<file path="src/rtl/resp_misr.sv">
// resp_misr: multiple-input signature register.
//   clk, rst_n : clock, async active-low reset (signature resets to all-ones)
//   init       : load all-ones (wins over en)
//   en         : compact din into the signature this cycle
//   din        : 8-bit beat data, placed in the signature LSBs
//   sig        : current signature
module resp_misr #(
   parameter int SIG_W = 16,
   parameter logic [SIG_W-1:0] POLY = 16'h1021
) (
   input  logic             clk,
   input  logic             rst_n,
   input  logic             init,
   input  logic             en,
   input  logic [7:0]       din,
   output logic [SIG_W-1:0] sig
);

   logic [SIG_W-1:0] sig_q;
   logic [SIG_W-1:0] sig_next;

   always_comb begin
      sig_next = {sig_q[SIG_W-2:0], 1'b0}
               ^ (sig_q[SIG_W-1] ? POLY : '0)
               ^ {{(SIG_W-8){1'b0}}, din};
   end

   always_ff @(posedge clk or negedge rst_n) begin
      if (!rst_n) begin
         sig_q <= '1;
      end else if (init) begin
         sig_q <= '1;
      end else if (en) begin
         sig_q <= sig_next;
      end
   end

   assign sig = sig_q;

endmodule

</file>
<file path="config.mk">
export PLATFORM = sky130hd
export DESIGN_NAME = resp_misr
export DESIGN_NICKNAME = d
export VERILOG_FILES = /design/src/rtl/resp_misr.sv
export SDC_FILE = /design/constraint.sdc
export NUM_CORES = 1
export LEC_CHECK = 0
export CORE_MARGIN = 4
export CORE_UTILIZATION = 53
export DETAILED_ROUTE_END_ITERATION = 6
export DONT_BUFFER_PORTS = 1
export GPL_ROUTABILITY_DRIVEN = 0
export HOLD_SLACK_MARGIN = 0.02
export PLACE_DENSITY = 0.68
export SLEW_MARGIN = 15
export SYNTH_ARGS = -nofsm -noshare
export SYNTH_HDL_FRONTEND = slang
export SYNTH_SLANG_ARGS = --single-unit
</file>
<file path="constraint.sdc">
create_clock -name clk -period 3.15 [get_ports clk]
set_input_delay 0.315 -clock clk [delete_from_list [all_inputs] [get_ports clk]]
set_output_delay 0.315 -clock clk [all_outputs]
set_load 0.01 [all_outputs]
</file>
==> impl_metrics.toml <==
[drt]
firstDrtPassIters = 4
drt-met1-wl_um = 533
wl_met3_um = 92
antenna_left = 0
top_layer_used = "met4"
wl_per_cell_um = 18.5
wl_um = 1400
vias = 470
wl_met2_um = 746
drc = 0
drt_iter0_markers = 5
vias_per_cell = 6.18

[global_route]
grt_pass1_vias = 535
grt_start_max_net_pins = 33
grt-ovfl-total = 0
antenna_found_initial = 0
grt_usage = 0.157
grt_pass1_wl_um = 2250

[synthesis]
syn_area_per_cell_um2 = 12.6
syn_nets = 74
muxShareOfSynthArea = 0
syn_area_um2 = 778
synthAdderAreaFrac = 0
synth_seq_cells = 16
yosysTopAreaCell = "dfstp_2"
synthTopCellsByArea = "dfstp_2, a211o_1, nor2b_1, xor2_1, xor3_1"
synth-compound-area-share = 0.180
seq_area_frac_synth = 0.540
ys_warn_count = 0
synth-xor-area-share = 0.121
synth_cells = 62
ys_types = 7
synth_top_area_share = 0.540
synth_top_family_by_area = "compound AO/OA/AOI/OAI gates"
synth-simple-area-share = 0.129

[final_layout]
largest_register_ffs = 16
layout_common_cells = "nor2b_1, a211o_1, dfstp_2, xor2_1, clkbuf_4"
stdcell_area_um2 = 806
n_antenna_cell = 0
drive_gt1_frac = 0.311
nets = 75
syn_to_final_growth_pct = 3.54
fin_util = 0.597

[cts]
root_buffer = "clkbuf_4"
numCtsBuffers = 3
path_clk_slew_ns = 0.09
clk-insertion-delay-late_ns = 0.28
cts_tree = "done"
cts_resized = 0
cts_sinks = 16
htree_levels = 1
cts.path.max_buffers = 2

[timing]
max-slew-margin-rel = 0.553
rsz0062_at_grt = "no"
tightest_slew_ns = 0.669
drv_slew = 0
skew_ns = 0.00339
min_period_ns = 1.40
clock.fmax_mhz = 713
setup_viol = 0
hold_ws_ns = 0.135
fin_tns_setup_ns = 0
fin_crit_sh = 0.446
finalHoldViolations = 0

[power_and_ir_drop]
power.total_mw = 0.405
p_clk_frac = 0.255
pwr-share-comb = 0.111
vdd.ir_drop.worst_mv = 0.238
switching_share = 0.243
switchingPower_mw = 0.0982
p_seq_frac = 0.634
power_density_mw_per_mm2 = 502
intPower_mw = 0.306
p_leak_nw = 0.321

[critical_path]
worstPathArrival_ns = 1.61
cp.required_ns = 3.36
critPathLaunchType = "flop"
worstPathCellList = "xor3_1 > a211o_1"
cp_max_fo = 5
endpoint_kind = "flop"
worstSetupPathType = "flop to flop"
max_stage_delay_ns = 0.62
r2r_cells = 2
crit_path_top_delay_cell = "dfstp_2"

[die]
fp.coreArea_mm2 = 0.00135
die_w_um = 46.3
start_util = 0.576
rows = 13
die_h_um = 46.3
boundaryPins = 28
die_area_mm2 = 0.00215

[placed_design]
port_buffers = 0
place_area_um2 = 773

[hold_path]
hp-class = "input port to flop"
holdPathStages = 1

[run_status]
outcome = "finished, final reports clean"

[run]
drv_cap = 0
Yosys cell counts (all sizes together):
cell and instances:
xor3 1, clkbuf 1, buf 4, nor2b 16, a211o 16, dfstp 16, xor2 8
what timing repair did:
action                    4_1_cts  5_1_grt
setup buffers                   0        0
hold buffers                    1        0
hold endpoints to repair       16        0
worst paths after layout:
check,startpoint,end,slack (ns)
min reg2reg,sig[9]$_DFFE_PN1P_,sig[10]$_DFFE_PN1P_,0.64
max in group asynchronous,rst_n,sig[5]$_DFFE_PN1P_,2.24
min in group asynchronous,rst_n,sig[12]$_DFFE_PN1P_,0.87
min,init,sig[3]$_DFFE_PN1P_,0.13
max reg2reg,sig[15]$_DFFE_PN1P_,sig[5]$_DFFE_PN1P_,1.75
max,sig[15]$_DFFE_PN1P_,sig[5]$_DFFE_PN1P_,1.75
power by group through the flow:
stage,clock network (mW),logic [mW],registers (mW)
2_1_floorplan,0,0.0445,0.256
3_3_place_gp,0,0.0384,0.260
3_5_place_dp,0,0.0410,0.261
4_1_cts,0.110,0.0461,0.257
5_1_grt,0.115,0.0506,0.260
6_report,0.103,0.0449,0.257
stage by stage:
step,worst slack (ns),instances
5_1_grt,1.71,76
2_1_floorplan,1.81,62
3_3_place_gp,1.77,72
6_report,1.75,76
4_1_cts,1.74,76
3_5_place_dp,1.75,72
per-layer routing:
layer | track usage | vias up
met1 | 0.172 | 233
met3 | 0.0391 | 4
met5 | 0 | -
li1 | - | 213
met4 | 0.102 | 0
met2 | 0.264 | 20
cell type report:
class                      count  area, um2
fill                         122        544
sequential                    16        420
multi-input combinational     41        334
clock buffer                   3       22.5
tap                           15       18.8
timing repair buffer           1       10.0
worst max-delay path, delay by kind of cell, from the launching register on:
kind / cells / cell delay, ns
xor gates and xnor gates: 1 / 0.42
DFF: 1 / 0.62
AOI/OAI and AO/OA: 1 / 0.30
kinds of logic after synthesis:
logic type	Yosys count
and+or+nand+nor	16
xor gates and xnor gates	9
buffers and inverters	5
DFF	16
AOI/OAI and AO/OA	16
No activity file was read; power rests on OpenSTA's default activity.
